[src/rtl/inst_decoder.sv]
// RV32I decode stage: splits each instruction into fields, a sign-extended immediate
// and ALU / memory / branch control bundles, registered with a latency of cycleNum clocks.
module inst_decoder #(
  parameter int unsigned cycleNum = 2
) (
  input  logic        iClk,
  input  logic        iRst,
  input  logic [31:0] iInst,
  input  logic [31:0] iCurPC,
  input  logic        iFlushPipe,
  output logic [4:0]  oRs1Addr,
  output logic [4:0]  oRs2Addr,
  output logic [4:0]  oRdAddr,
  output logic [2:0]  oF3,
  output logic [6:0]  oF7,
  output logic [31:0] oImm,
  output logic [6:0]  oOpcode,
  output logic [31:0] oCurPc,
  output logic        oLoad,
  output logic        oStore,
  output logic        oMemDv,
  output logic [3:0]  oAritType,
  output logic        oOpRs1,
  output logic        oOpRs2,
  output logic        oOpImm,
  output logic        oOpPc,
  output logic        oOpConst,
  output logic        oOpDv,
  output logic [3:0]  oBrOp,
  output logic        oBrDv
);

  localparam int unsigned XLEN = 32;

  localparam logic [6:0] OPC_OP     = 7'b0110011;
  localparam logic [6:0] OPC_OP_IMM = 7'b0010011;
  localparam logic [6:0] OPC_LOAD   = 7'b0000011;
  localparam logic [6:0] OPC_JALR   = 7'b1100111;
  localparam logic [6:0] OPC_STORE  = 7'b0100011;
  localparam logic [6:0] OPC_BRANCH = 7'b1100011;
  localparam logic [6:0] OPC_LUI    = 7'b0110111;
  localparam logic [6:0] OPC_AUIPC  = 7'b0010111;
  localparam logic [6:0] OPC_JAL    = 7'b1101111;

  typedef struct packed {
    logic [4:0]      rs1;
    logic [4:0]      rs2;
    logic [4:0]      rd;
    logic [2:0]      f3;
    logic [6:0]      f7;
    logic [XLEN-1:0] imm;
    logic [6:0]      opcode;
    logic [XLEN-1:0] pc;
    logic            load;
    logic            store;
    logic            mem_dv;
    logic [3:0]      arit;
    logic            op_rs1;
    logic            op_rs2;
    logic            op_imm;
    logic            op_pc;
    logic            op_const;
    logic            op_dv;
    logic [3:0]      br_op;
    logic            br_dv;
  } dec_t;

  logic [XLEN-1:0] dec_inst;
  logic [XLEN-1:0] dec_pc;
  logic            dec_vld;

  // Optional input stage; a flush kills the instruction sampled on that edge.
  if (cycleNum == 2) begin : g_stage1
    logic [XLEN-1:0] inst_d, inst_q;
    logic [XLEN-1:0] pc_d, pc_q;
    logic            vld_d, vld_q;

    always_comb begin
      inst_d = iInst;
      pc_d   = iCurPC;
      vld_d  = ~iFlushPipe;
    end

    always_ff @(posedge iClk or negedge iRst) begin
      if (!iRst) begin
        inst_q <= '0;
        pc_q   <= '0;
        vld_q  <= 1'b0;
      end else begin
        inst_q <= inst_d;
        pc_q   <= pc_d;
        vld_q  <= vld_d;
      end
    end

    assign dec_inst = inst_q;
    assign dec_pc   = pc_q;
    assign dec_vld  = vld_q;
  end else begin : g_bypass
    assign dec_inst = iInst;
    assign dec_pc   = iCurPC;
    assign dec_vld  = 1'b1;
  end

  logic [6:0]      opc;
  logic [XLEN-1:0] imm_i, imm_s, imm_b, imm_u, imm_j;

  always_comb begin
    opc   = dec_inst[6:0];
    imm_i = {{20{dec_inst[31]}}, dec_inst[31:20]};
    imm_s = {{20{dec_inst[31]}}, dec_inst[31:25], dec_inst[11:7]};
    imm_b = {{19{dec_inst[31]}}, dec_inst[31], dec_inst[7], dec_inst[30:25],
             dec_inst[11:8], 1'b0};
    imm_u = {dec_inst[31:12], 12'b0};
    imm_j = {{11{dec_inst[31]}}, dec_inst[31], dec_inst[19:12], dec_inst[20],
             dec_inst[30:21], 1'b0};
  end

  dec_t dec_d, dec_q;

  // Per-opcode field selection and control bundles.
  always_comb begin
    dec_d        = '0;
    dec_d.opcode = opc;
    dec_d.pc     = dec_pc;
    case (opc)
      OPC_OP: begin
        dec_d.rs1    = dec_inst[19:15];
        dec_d.rs2    = dec_inst[24:20];
        dec_d.rd     = dec_inst[11:7];
        dec_d.f3     = dec_inst[14:12];
        dec_d.f7     = dec_inst[31:25];
        dec_d.arit   = {dec_inst[30], dec_inst[14:12]};
        dec_d.op_rs1 = 1'b1;
        dec_d.op_rs2 = 1'b1;
        dec_d.op_dv  = 1'b1;
      end
      OPC_OP_IMM: begin
        dec_d.rs1    = dec_inst[19:15];
        dec_d.rd     = dec_inst[11:7];
        dec_d.f3     = dec_inst[14:12];
        dec_d.imm    = imm_i;
        // Only shift-immediates carry a funct7 (and the SRA/SRL selector).
        if (dec_inst[13:12] == 2'b01) dec_d.f7 = dec_inst[31:25];
        dec_d.arit   = {(dec_inst[14:12] == 3'b101) & dec_inst[30], dec_inst[14:12]};
        dec_d.op_rs1 = 1'b1;
        dec_d.op_imm = 1'b1;
        dec_d.op_dv  = 1'b1;
      end
      OPC_LOAD: begin
        dec_d.rs1    = dec_inst[19:15];
        dec_d.rd     = dec_inst[11:7];
        dec_d.f3     = dec_inst[14:12];
        dec_d.imm    = imm_i;
        dec_d.load   = 1'b1;
        dec_d.mem_dv = 1'b1;
      end
      OPC_JALR: begin
        dec_d.rs1      = dec_inst[19:15];
        dec_d.rd       = dec_inst[11:7];
        dec_d.f3       = dec_inst[14:12];
        dec_d.imm      = imm_i;
        dec_d.op_pc    = 1'b1;
        dec_d.op_const = 1'b1;
        dec_d.op_dv    = 1'b1;
        dec_d.br_op    = 4'b1001;
        dec_d.br_dv    = 1'b1;
      end
      OPC_STORE: begin
        dec_d.rs1    = dec_inst[19:15];
        dec_d.rs2    = dec_inst[24:20];
        dec_d.f3     = dec_inst[14:12];
        dec_d.imm    = imm_s;
        dec_d.store  = 1'b1;
        dec_d.mem_dv = 1'b1;
      end
      OPC_BRANCH: begin
        dec_d.rs1   = dec_inst[19:15];
        dec_d.rs2   = dec_inst[24:20];
        dec_d.f3    = dec_inst[14:12];
        dec_d.imm   = imm_b;
        dec_d.br_op = {1'b0, dec_inst[14:12]};
        dec_d.br_dv = 1'b1;
      end
      OPC_LUI: begin
        dec_d.rd     = dec_inst[11:7];
        dec_d.imm    = imm_u;
        dec_d.op_imm = 1'b1;
        dec_d.op_dv  = 1'b1;
      end
      OPC_AUIPC: begin
        dec_d.rd     = dec_inst[11:7];
        dec_d.imm    = imm_u;
        dec_d.op_pc  = 1'b1;
        dec_d.op_imm = 1'b1;
        dec_d.op_dv  = 1'b1;
      end
      OPC_JAL: begin
        dec_d.rd       = dec_inst[11:7];
        dec_d.imm      = imm_j;
        dec_d.op_pc    = 1'b1;
        dec_d.op_const = 1'b1;
        dec_d.op_dv    = 1'b1;
        dec_d.br_op    = 4'b1000;
        dec_d.br_dv    = 1'b1;
      end
      default: begin
        dec_d.rs1 = dec_inst[19:15];
        dec_d.rs2 = dec_inst[24:20];
        dec_d.rd  = dec_inst[11:7];
        dec_d.f3  = dec_inst[14:12];
        dec_d.f7  = dec_inst[31:25];
      end
    endcase
    // Killed slots keep their fields but never present a valid bundle.
    if (!dec_vld || iFlushPipe) begin
      dec_d.load   = 1'b0;
      dec_d.store  = 1'b0;
      dec_d.mem_dv = 1'b0;
      dec_d.op_dv  = 1'b0;
      dec_d.br_dv  = 1'b0;
    end
  end

  always_ff @(posedge iClk or negedge iRst) begin
    if (!iRst) dec_q <= '0;
    else       dec_q <= dec_d;
  end

  assign oRs1Addr  = dec_q.rs1;
  assign oRs2Addr  = dec_q.rs2;
  assign oRdAddr   = dec_q.rd;
  assign oF3       = dec_q.f3;
  assign oF7       = dec_q.f7;
  assign oImm      = dec_q.imm;
  assign oOpcode   = dec_q.opcode;
  assign oCurPc    = dec_q.pc;
  assign oLoad     = dec_q.load;
  assign oStore    = dec_q.store;
  assign oMemDv    = dec_q.mem_dv;
  assign oAritType = dec_q.arit;
  assign oOpRs1    = dec_q.op_rs1;
  assign oOpRs2    = dec_q.op_rs2;
  assign oOpImm    = dec_q.op_imm;
  assign oOpPc     = dec_q.op_pc;
  assign oOpConst  = dec_q.op_const;
  assign oOpDv     = dec_q.op_dv;
  assign oBrOp     = dec_q.br_op;
  assign oBrDv     = dec_q.br_dv;

endmodule

[config.mk]
export PLATFORM = sky130hd
export DESIGN_NAME = inst_decoder
export DESIGN_NICKNAME = d
export VERILOG_FILES = /design/src/rtl/inst_decoder.sv
export SDC_FILE = /design/constraint.sdc
export NUM_CORES = 1
export LEC_CHECK = 0
export CAP_MARGIN = 20
export CELL_PAD_IN_SITES_DETAIL_PLACEMENT = 1
export CELL_PAD_IN_SITES_GLOBAL_PLACEMENT = 2
export CORE_UTILIZATION = 25
export CTS_BUF_LIST = sky130_fd_sc_hd__clkbuf_8
export CTS_CLUSTER_DIAMETER = 80
export DETAILED_ROUTE_END_ITERATION = 16
export PLACE_DENSITY_LB_ADDON = 0.1
export SLEW_MARGIN = 20
export SYNTH_ARGS = -nofsm -noshare
export SYNTH_HDL_FRONTEND = slang
export SYNTH_SLANG_ARGS = --single-unit
export TNS_END_PERCENT = 10
[constraint.sdc]
create_clock -name iClk -period 3.6 [get_ports iClk]
set_clock_uncertainty 0.05 [all_clocks]
set_input_delay 0.72 -clock iClk [delete_from_list [all_inputs] [get_ports iClk]]
set_output_delay 0.72 -clock iClk [all_outputs]
set_load 0.005 [all_outputs]
==> summary by stage, run 1 <==
Run status
The run finished with clean final reports.

Floorplanning
The core outline area is 21100 sq um. In this run the vertical extent of the chip is 149 um. The die covers 22200 sq um. Pin placement for this block handled 181 I/O pins.

Measured along the x axis, the die boundary spans 149 um. The initial core utilization is 25.6%. The initialized floorplan defines 53 standard-cell rows.

Setup path
Counting both buffers and inverters, the worst setup path holds a total of 1. The most critical setup path has its startpoint at oOpDv$_DFF_PN0_. The library cell contributing the largest single delay on the critical path is clkdlybuf4s50_1. Traced cell by cell, the critical path runs through clkdlybuf4s50_1. The critical path start-end classification is reg2out. In this design, the stage delay of the slowest critical-path cell is 0.59 ns. The worst setup path is captured at a primary output. The biggest fanout along the worst timing path is 1. In this design, the largest share of critical-path delay is due to buffers and inverters.

In this run the critical register-to-register path is launched from dec_inst[5]$_DFF_PN0_. Data on the critical path is required at its endpoint by 2.83 ns. The worst endpoint data arrival time is 1.36 ns. The category of the worst setup path launch point is a flop.

Placed design
Counting tap cells, the placed design contains a total of 763 instances. The cell area after placement is 7510 sq um. The sum of net half-perimeters after detailed placement is 9.30 mm. Routability-driven placement finished with a final weighted congestion of 0.754.

Input and output buffers added on the ports amount to 180.

Timing
The number of endpoints failing setup at the final stage is 0. The setup TNS after final layout is 0 ns. The number of hold violations in the final report is 0. The count of pins over their slew limit was 0. The worst path needs 2.13 ns of the cycle, external delays included. In the finished design, the share of the clock period the worst path needs comes to 59.1%.

Setup repair after global routing left no endpoint under its margin. Static timing analysis puts the maximum clock frequency at 470 MHz. Measured against its own limit, the worst slew margin works out to 50.5%. At the pin with the least slew margin, the transition time is 0.743 ns.

Clock tree
The CTS tree is done. Counting along the longest clock path gives a buffer depth of 2. The sink count of the clock tree is 179. The cell sitting at the root of the clock tree is a clkbuf_8. The H-tree generated during clock tree synthesis spans 4 levels.

In this run, post-CTS repair resized a total of 0 instances. The number of buffers inserted by hold repair at cts is 0. In this run, CTS created clock tree buffers numbering 17. After clock tree synthesis, the setup repair step added 0 buffers. The later-pin clock latency in the skew report is 0.45 ns. The clock-pin transition on the worst setup and hold timing paths is 0.09 ns.

Routing
Dividing the detail-routed wire length by the instance count gives 16.7 um. In this run the remaining antenna-violating nets after routing total 0. The routed layout has 3160 vias. The wire length reported by the detailed router is 13.2 mm. The count of unresolved DRC violations after routing is 0. After detailed routing, the number of vias per cell comes to 3.98.

The length of the first detailed-routing pass in iterations is 6. In this run, the number of DRC markers left after iteration 0 of detailed routing was 140.

Min path
The worst hold path belongs to the class in2async.

Layout
Cells with a size suffix above 1 make up 8.09% of the layout. The filler cell count is 2186. The post-route cell area is 7890 sq um. The library cells used most frequently in the layout, excluding fill and tap cells, are dfrtp_1, clkdlybuf4s50_1, nor2b_1, a21o_1, clkbuf_8. The area added between synthesis and finish is 46.2%. The net count of the finished layout is 574. The antenna diode count is 0.

The count of placed standard cells in the final layout, fillers left out is 794. Cells fill 37.4% of the core in the end.

Run
The tool flagged a number of max-cap violations equal to 0.

Global routing
The number of global-route vias before repair is 3448. The all-layer global routing usage is 12.6%. The pin count of the biggest net entering global routing is 94. The initial antenna violation count is 0. The first global-routing pass estimated 20.5 mm of wire. The overflow left after global routing is 0.

Logic synthesis
After technology mapping, the gate count stands at 317. The cell area after synthesis is 5400 sq um. The most used flip-flop cell after synthesis is dfrtp_1.

The distinct cell type count after synthesis is 39. Sequential elements use 83.0% of the synthesized area. The number of synthesized register bits is 179.

The average cell area after synthesis is 17.0 sq um. The Yosys step of the flow raised 0 warnings. For this run, asynchronously set or reset flops after synthesis account for 100%. In this run, synthesis inferred 0 flip-flops with an integrated enable. The number of nets in the synthesized netlist is 384.

Power and ir drop
Dividing total power by cell area gives a power density of 473 nW/um^2. IR analysis of the VDD net gives a maximum drop of 0.170 mV. The analysis attributes to cell leakage a power of 3.60 nW.
[metal layers]
metal	wire length [um]	vias up	global-route usage [%]
met4	130	0	3.98
met1	5940	1618	16.4
met5	0	-	0
li1	-	1425	-
met2	6410	108	20.0
met3	743	9	4.04
[sequential cells by signal, indices dropped and copies added, names as in the netlist, 3 cells and up]
name	cells
oRs2Addr	5
oF7	7
oCurPc	32
oF3	3
dec_inst	32
oRs1Addr	5
oBrOp	4
oOpcode	7
dec_pc	32
oAritType	4
oImm	32
oRdAddr	5
[cell type report]
cell class              instances  area, sq um  share of cell area, %
repair buffers                182         1830                   23.2
multi-input cells             120          828                   10.5
clock inverters                14          144                   1.82
inverters                       7         26.3                  0.333
well taps                     275          344                   4.36
clock buffers                  17          234                   2.97
flip-flops and latches        179         4480                   56.8
[worst paths after layout]
path,to,slack [ns],cells after the start
worst max-delay path,oOpDv,1.47,1
worst max register to register,oImm[0]$_DFF_PN0_,1.49,4
worst min register to register,oCurPc[12]$_DFF_PN0_,0.31,0
worst min-delay path,oCurPc[0]$_DFF_PN0_,0.26,1
min in group iClk,oCurPc[12]$_DFF_PN0_,0.31,0
max in group asynchronous,oImm[20]$_DFF_PN0_,2.34,2
[metrics by stage]
stage	setup slack, ns	total power [W]	hold slack [ns]
floorplan	2.06	0.00221	0.281
global placement	1.54	0.00245	0.282
detailed placement	1.46	0.00245	0.286
CTS	1.43	0.00381	0.266
global route	1.23	0.00392	0.288
finish	1.47	0.00373	0.262
[power breakdown]
part | internal [W] | total (W) | switching (W)
clock network | 0.000569 | 0.00133 | 0.000761
logic | 0.000164 | 0.000267 | 0.000103
registers | 0.00209 | 0.00213 | 0.0000423
[kinds of logic (layout without fill, tap and decap cells)]
| group | after synthesis | count (layout) | share of synthesized area (%) |
|---|---|---|---|
| AND/OR/NAND/NOR | 72 | 72 | 8.35 |
| flip-flops | 179 | 179 | 83.0 |
| AO/OA/AOI/OAI | 48 | 48 | 7.00 |
| buffers and inverters | 18 | 220 | 1.62 |
[Yosys cell counts (all sizes together) (5+ instances only)]
cell / number / area [sq um]
dfrtp: 179 / 4480
a21o: 20 / 150
nor2b: 20 / 125
and2: 12 / 75.1
nand2: 10 / 40.0
buf: 9 / 53.8
a21oi: 8 / 66.3
inv: 7 / 26.3
nor3: 7 / 46.3
a21boi: 6 / 45.0
nor2: 5 / 21.3
No activity file was read; power rests on OpenSTA's default activity.
==> run 2, diff against run 1 <==
==> constraint.sdc (replaced) <==
create_clock -name iClk -period 2.1 [get_ports iClk]
set_clock_uncertainty 0.05 [all_clocks]
set_input_delay 0.42 -clock iClk [delete_from_list [all_inputs] [get_ports iClk]]
set_output_delay 0.42 -clock iClk [all_outputs]
set_load 0.005 [all_outputs]
==> summary by stage, run 2 (synthesized netlist as in run 1, its figures left out) <==
Run status
Run status: complete, no violations (unchanged).

Floorplanning
The core outline area was 21100 sq um (unchanged). The floorplan die width was 149 um (unchanged). The initial core utilization is 25.6% (unchanged). The number of top-level pins is 181 (unchanged). The die height is 149 um (unchanged). The overall die area is 22200 sq um (unchanged). The row count is 53 (unchanged).

Min path
In this run the most critical hold path is launched from dec_pc[9]$_DFF_PN0_. The worst hold endpoint is oCurPc[9]$_DFF_PN0_. The worst hold path passes through 0 cells. The class of the worst hold path is reg2reg (was in2async).

Layout
Most used cells in the layout excluding fill and tap cells: dfrtp_1, clkdlybuf4s50_1, nor2b_1, a21o_1, clkbuf_8 (unchanged). The filler cell count was 2196 (was 2186). The fraction of final layout cells sized beyond drive strength 1 is 9.98% (was 8.09%). The antenna diode count was 0 (unchanged). The net count of the finished layout is 585 (was 574). The area added between synthesis and finish is 48.7% (was 46.2%). The post-layout utilization of the core came to 38.1% (was 37.4%).

Global routing
The global-route wire length before repair is 20.8 mm (was 20.5 mm). The initial antenna violation count is 0 (unchanged). The number of global-route vias before repair is 3618 (was 3448). The pin count of the biggest net entering global routing is 54 (was 94). The all-layer global routing usage is 12.7% (was 12.6%). The overflow left after global routing came to 0 (unchanged).

Setup path
The count of cells along the worst register-to-register path is 4 (unchanged). The worst flop-to-flop path endpoint is oF7[4]$_DFF_PN0_ (was oImm[0]$_DFF_PN0_). The worst endpoint data arrival time is 2.18 ns (was 1.36 ns).

The register-to-register setup slack is 0.23 ns (was 1.49 ns). The capturing element type of the critical path is a flop (was primary output). The biggest fanout along the worst timing path is 15 (was 1). The category of the worst setup path launch point is a flop (unchanged). The startpoint of the worst-slack reg-to-reg timing path was dec_inst[6]$_DFF_PN0_ (was dec_inst[5]$_DFF_PN0_).

The critical path required time is 2.42 ns (was 2.83 ns). The critical path start-end classification is reg2reg (was reg2out).

Routing
The count of unresolved DRC violations after routing is 0 (unchanged). The detailed-route via count is 3229 (was 3160). The iteration-0 DRC count of the detailed router is 77 (was 140). The length of the first detailed-routing pass in iterations is 4 (was 6). The wire length reported by the detailed router came to 13.3 mm (was 13.2 mm). The via density per instance came to 4.01 (was 3.98).

The count of nets left with antenna violations after detail routing is 0 (unchanged). The average wire per cell in the routed design is 16.5 um (was 16.7 um).

Placed design
The sum of net half-perimeters after detailed placement came to 9.49 mm (was 9.30 mm). The quantity of I/O buffers inserted on ports is 180 (unchanged). The worst slack at placement is 0.229 ns (was 1.46 ns). The routability congestion estimate from global placement is 0.769 (was 0.754).

Clock tree
The clock root buffer is clkbuf_8 (unchanged). The sink count of the clock tree is 179 (unchanged). The clock-pin transition on the worst setup and hold timing paths is 0.10 ns (was 0.09 ns). The number of clock buffers inserted by TritonCTS is 17 (unchanged). The CTS tree is done (unchanged).

The later-pin clock latency in the skew report is 0.44 ns (was 0.45 ns). The post-cts repair resize count is 0 (unchanged). The buffer depth of the longest clock path is 2 (unchanged). The H-tree depth was 4 (unchanged).

The number of buffers added for setup after CTS is 0 (unchanged). The number of buffers inserted by hold repair at cts is 1 (was 0).

Timing
The final critical path takes up 88.8% of the cycle. The minimum setup slack in the final design is 0.235 ns (was 1.47 ns). The count of pins over their slew limit is 0 (unchanged). The top achievable clock speed is 536 MHz. The number of hold violations in the final report came to 0 (unchanged). The number of endpoints failing setup at the final stage was 0 (unchanged).

The worst slew margin relative to its limit was 68.8% (was 50.5%). RSZ-0062 raised after global routing: no (unchanged). The setup TNS after final layout is 0 ns (unchanged). The smallest clock period supported by the final layout is computed as 1.87 ns.

The actual transition at the worst max-transition pin came to 0.469 ns (was 0.743 ns).

Power and ir drop
The switching power as a share of total power is 24.0% (was 24.3%). The relative contribution of sequential cells to total power is 56.3% (was 57.2%). The power density of the placed cells was 808 nW/um^2 (was 473 nW/um^2).

The fraction of power consumed by the clock network is 36.2% (was 35.6%). The part of the power in combinational logic is 7.5% (was 7.2%). The cell internal power dissipation came to 0.00493 W (was 0.00283 W).

The highest ir drop seen on vdd is 0.328 mV (was 0.170 mV). The leakage power is 3.68 nW (was 3.60 nW). The switching power total was 0.00156 W (was 0.000905 W).

Run
The max-cap violation count is 0 (unchanged).
[run 2: worst max-delay path by stage]
stage,slack (ns),from,to,cells past startpoint
4_1_cts,0.18,dec_inst[6]$_DFF_PN0_,oF7[4]$_DFF_PN0_,4
3_5_place_dp,0.23,dec_inst[6]$_DFF_PN0_,oF7[4]$_DFF_PN0_,4
3_3_place_gp,0.26,dec_inst[6]$_DFF_PN0_,oF7[0]$_DFF_PN0_,4
6_report,0.23,dec_inst[6]$_DFF_PN0_,oF7[4]$_DFF_PN0_,4
5_1_grt,0.10,dec_inst[6]$_DFF_PN0_,oF7[4]$_DFF_PN0_,4
2_1_floorplan,0.56,dec_inst[2]$_DFF_PN0_,oImm[20]$_DFF_PN0_,6
[run 2: layout make-up]
class / count / area [sq um] / share of cell area [%]
clock inverters: 13 / 141 / 1.76
multi-input cells: 120 / 828 / 10.3
well taps: 275 / 344 / 4.29
clock buffers: 19 / 262 / 3.26
repair buffers: 193 / 1940 / 24.2
inverters: 7 / 26.3 / 0.327
flip-flops and latches: 179 / 4480 / 55.8
[run 2: metal layers]
layer	GRT usage [%]	wire length, um	up-vias
met4	4.74	198	0
met1	16.1	6000	1655
met3	3.64	727	14
met5	0	0	-
li1	-	-	1451
met2	20.7	6340	109
[run 2: metrics by stage]
stage	total power (W)	hold WS, ns	cells	cell area [sq um]
2_1_floorplan	0.00379	0.0744	317	5400
4_1_cts	0.00664	0.304	806	8020
6_report	0.00649	0.303	806	8020
3_3_place_gp	0.00421	0.282	773	7610
5_1_grt	0.00682	0.303	806	8020
3_5_place_dp	0.00422	0.286	773	7610
[run 2: critical path: stages, from the launching register on]
cell,delay (ns)
dfrtp_1,0.56
nand2b_1,0.27
nor3b_1,0.40
nand2_1,0.29
a21boi_1,0.22
[run 2: power by group through the flow]
stage	Clock (W)	Sequential, W	Combinational, W
after floorplan	0	0.00371	0.0000821
after global placement	0	0.00372	0.000489
after detailed placement	0	0.00372	0.000499
after CTS	0.00248	0.00366	0.000503
after global routing	0.00262	0.00367	0.000534
final	0.00235	0.00365	0.000484
==> run 3, diff against run 2 <==
--- a/config.mk
+++ b/config.mk
@@ -5,14 +5,16 @@
 export SDC_FILE = /design/constraint.sdc
 export NUM_CORES = 1
 export LEC_CHECK = 0
-export CAP_MARGIN = 20
+export CAP_MARGIN = 15
 export CELL_PAD_IN_SITES_DETAIL_PLACEMENT = 1
 export CELL_PAD_IN_SITES_GLOBAL_PLACEMENT = 2
+export CORE_MARGIN = 2
 export CORE_UTILIZATION = 25
 export CTS_BUF_LIST = sky130_fd_sc_hd__clkbuf_8
 export CTS_CLUSTER_DIAMETER = 80
 export DETAILED_ROUTE_END_ITERATION = 16
 export PLACE_DENSITY_LB_ADDON = 0.1
+export SETUP_SLACK_MARGIN = 0.3
 export SLEW_MARGIN = 20
 export SYNTH_ARGS = -nofsm -noshare
 export SYNTH_HDL_FRONTEND = slang
==> summary by stage, run 3 (synthesized netlist as in run 1, its figures left out) <==
Layout
The net count of the finished layout came to 588 (was 585). The filler cell count is 2135 (was 2196). The area occupied by registers is 4480 sq um (about the same).

The area of combinational cells with multiple inputs is 848 sq um (was 828 sq um). Most used cells in the layout excluding fill and tap cells: dfrtp_1, clkdlybuf4s50_1, nor2b_1, a21o_1, clkbuf_8 (unchanged). The leading cell type in the layout, fill and taps excluded is dfrtp_1. The count of placed standard cells in the final layout, fillers left out is 809 (was 806).

The fraction of final layout cells sized beyond drive strength 1 is 11.0% (was 9.98%). The antenna diode count is 0 (unchanged). The area added between synthesis and finish is 50.3% (was 48.7%).

Routing
The iteration-0 DRC count of the detailed router came to 89 (was 77). The wire length reported by the detailed router is 13.6 mm (was 13.3 mm). The detailed-route via count is 3219 (was 3229). The length of the first detailed-routing pass in iterations is 4 (unchanged). The count of nets left with antenna violations after detail routing is 0 (unchanged). The via density per instance is 3.98 (was 4.01). The count of unresolved DRC violations after routing is 0 (unchanged). The average wire per cell in the routed design was 16.8 um (was 16.5 um).

Setup path
The critical path start-end classification is reg2out (was reg2reg). The register-to-register setup slack is 0.43 ns (was 0.23 ns). The critical path's top delay family is buffers and inverters (was simple AND/OR/NAND/NOR gates).

The worst flop-to-flop path endpoint is oImm[31]$_DFF_PN0_ (was oF7[4]$_DFF_PN0_). The startpoint of the worst-slack reg-to-reg timing path is dec_inst[2]$_DFF_PN0_ (was dec_inst[6]$_DFF_PN0_). The capturing element type of the critical path is a primary output (was flop).

The worst endpoint data arrival time is 1.32 ns (was 2.18 ns). The count of cells along the worst register-to-register path was 5 (was 4). The largest stage delay on the critical path is 0.56 ns (about the same). The biggest fanout along the worst timing path is 1 (was 15). The library cell contributing the largest single delay on the critical path is clkdlybuf4s50_1 (was dfrtp_1). The critical path required time is 1.63 ns (was 2.42 ns). Sequence of cells on the critical path: clkdlybuf4s50_1 (was nand2b_1 -> nor3b_1 -> nand2_1 -> a21boi_1). The sum of buffers and inverters on the critical path is 1 (was 0). The category of the worst setup path launch point is a flop (unchanged).

Min path
The worst hold endpoint is oCurPc[26]$_DFF_PN0_ (was oCurPc[9]$_DFF_PN0_). The worst min-delay path startpoint was dec_pc[26]$_DFF_PN0_ (was dec_pc[9]$_DFF_PN0_). The class of the worst hold path is reg2reg (unchanged).

The depth of the worst hold-timing path is 0 (unchanged).

Timing
The top achievable clock speed came to 558 MHz (was 536 MHz). The number of endpoints failing setup at the final stage is 0 (unchanged). RSZ-0062 raised after global routing: yes (was no). The worst slew margin relative to its limit was 70.4% (was 68.8%). The setup TNS after final layout is 0 ns (unchanged). The shortest clock period the worst path allows after layout was 1.79 ns (was 1.87 ns).

The number of hold violations in the final report is 0 (unchanged). The count of pins over their slew limit came to 0 (unchanged). The actual transition at the worst max-transition pin is 0.442 ns (was 0.469 ns). The post-route clock period utilization is 85.3% (was 88.8%).

Placed design
The quantity of I/O buffers inserted on ports is 180 (unchanged). The routability congestion estimate from global placement is 0.808 (was 0.769). The number of placed instances with taps included is 774 (was 773). The sum of net half-perimeters after detailed placement was 9.76 mm (was 9.49 mm).

Floorplanning
The number of top-level pins is 181 (unchanged). The floorplan die width is 151 um (was 149 um). The die height is 151 um (was 149 um). The initial core utilization is 25.6% (unchanged).

The row count is 53 (unchanged). The overall die area is 22800 sq um (was 22200 sq um). The core outline area was 21100 sq um (unchanged).

Global routing
The overflow left after global routing is 0 (unchanged). The pin count of the biggest net entering global routing came to 55 (was 54). The global-route wire length before repair is 20.7 mm (was 20.8 mm). The initial antenna violation count came to 0 (unchanged).

The all-layer global routing usage was 12.5% (was 12.7%). The number of global-route vias before repair is 3540 (was 3618).

Run
The max-cap violation count was 0 (unchanged).

Clock tree
The clock-pin transition on the worst setup and hold timing paths came to 0.09 ns (was 0.10 ns). The later-pin clock latency in the skew report was 0.44 ns (about the same). The H-tree depth is 4 (unchanged). The sink count of the clock tree was 179 (unchanged). The buffer depth of the longest clock path is 2 (unchanged). The clock root buffer is clkbuf_8 (unchanged). The CTS tree is done (unchanged). The number of clock buffers inserted by TritonCTS is 17 (unchanged).

Run status
Run status: complete, no violations (unchanged).

Power and ir drop
The leakage power is 3.78 nW (was 3.68 nW). The power density of the placed cells is 816 nW/um^2 (was 808 nW/um^2). The highest ir drop seen on vdd is 0.419 mV (was 0.328 mV).
## run 3: changes by cell type in the layout (fill, tap and decap cells not counted), sizes merged
cell,delta
dlymetal6s2s,+4
clkbuf,-1
bufinv,+2
clkdlybuf4s50,-4
buf,+3
inv,-1
## run 3: cell type report
class / count / share of cell area [%]
Timing Repair Buffer: 196 / 24.5
Sequential cell: 179 / 55.3
Clock inverter: 14 / 2.14
Inverter: 7 / 0.324
Tap cell: 275 / 4.24
Clock buffer: 18 / 3.06
Multi-Input combinational cell: 120 / 10.5
## run 3: per-stage QoR
| step | cell area, sq um | total power, W | worst slack [ns] | util (%) | hold WS, ns |
|---|---|---|---|---|---|
| 6_report | 8110 | 0.00661 | 0.308 | 38.5 | 0.299 |
| 5_1_grt | 8110 | 0.00694 | 0.227 | 38.5 | 0.295 |
| 4_1_cts | 8060 | 0.00674 | 0.243 | 38.2 | 0.299 |
| 3_5_place_dp | 7610 | 0.00422 | 0.260 | 36.1 | 0.286 |
| 3_3_place_gp | 7610 | 0.00421 | 0.355 | 36.1 | 0.282 |
| 2_1_floorplan | 5400 | 0.00379 | 0.560 | - | 0.0744 |
## run 3: power breakdown
group          leakage (nW)  switching (W)  internal [W]  total, W
clock                 0.208        0.00125       0.00122   0.00247
combinational          1.38       0.000190      0.000299  0.000490
sequential             2.20      0.0000652       0.00359   0.00365
total                  3.78        0.00151       0.00511   0.00661
## run 3: worst max-delay path by stage
stage | endpoint | from | depth (start not counted) | slack, ns
6_report | oOpPc | oOpPc$_DFF_PN0_ | 1 | 0.31
5_1_grt | oAritType[0] | oAritType[0]$_DFF_PN0_ | 1 | 0.23
4_1_cts | oStore | oStore$_DFF_PN0_ | 1 | 0.24
3_5_place_dp | oImm[13]$_DFF_PN0_ | dec_inst[6]$_DFF_PN0_ | 4 | 0.26
3_3_place_gp | oImm[17]$_DFF_PN0_ | dec_inst[6]$_DFF_PN0_ | 4 | 0.35
2_1_floorplan | oImm[20]$_DFF_PN0_ | dec_inst[2]$_DFF_PN0_ | 6 | 0.56
## run 3: metal layers
layer / track usage, % / part of all wire (%)
met1: 16.5 / 45
met2: 19.5 / 48
met3: 3.92 / 5.9
met4: 4.16 / 1.0
met5: 0 / 0
## run 3: what timing repair did
item                                   4_1_cts  5_1_grt
hold buffers                                 1        0
endpoints found under the hold margin       49        0
setup buffers                                1        1
gates resized for setup                      0        9
setup endpoints to repair                   73      138
pin swaps                                    1        1
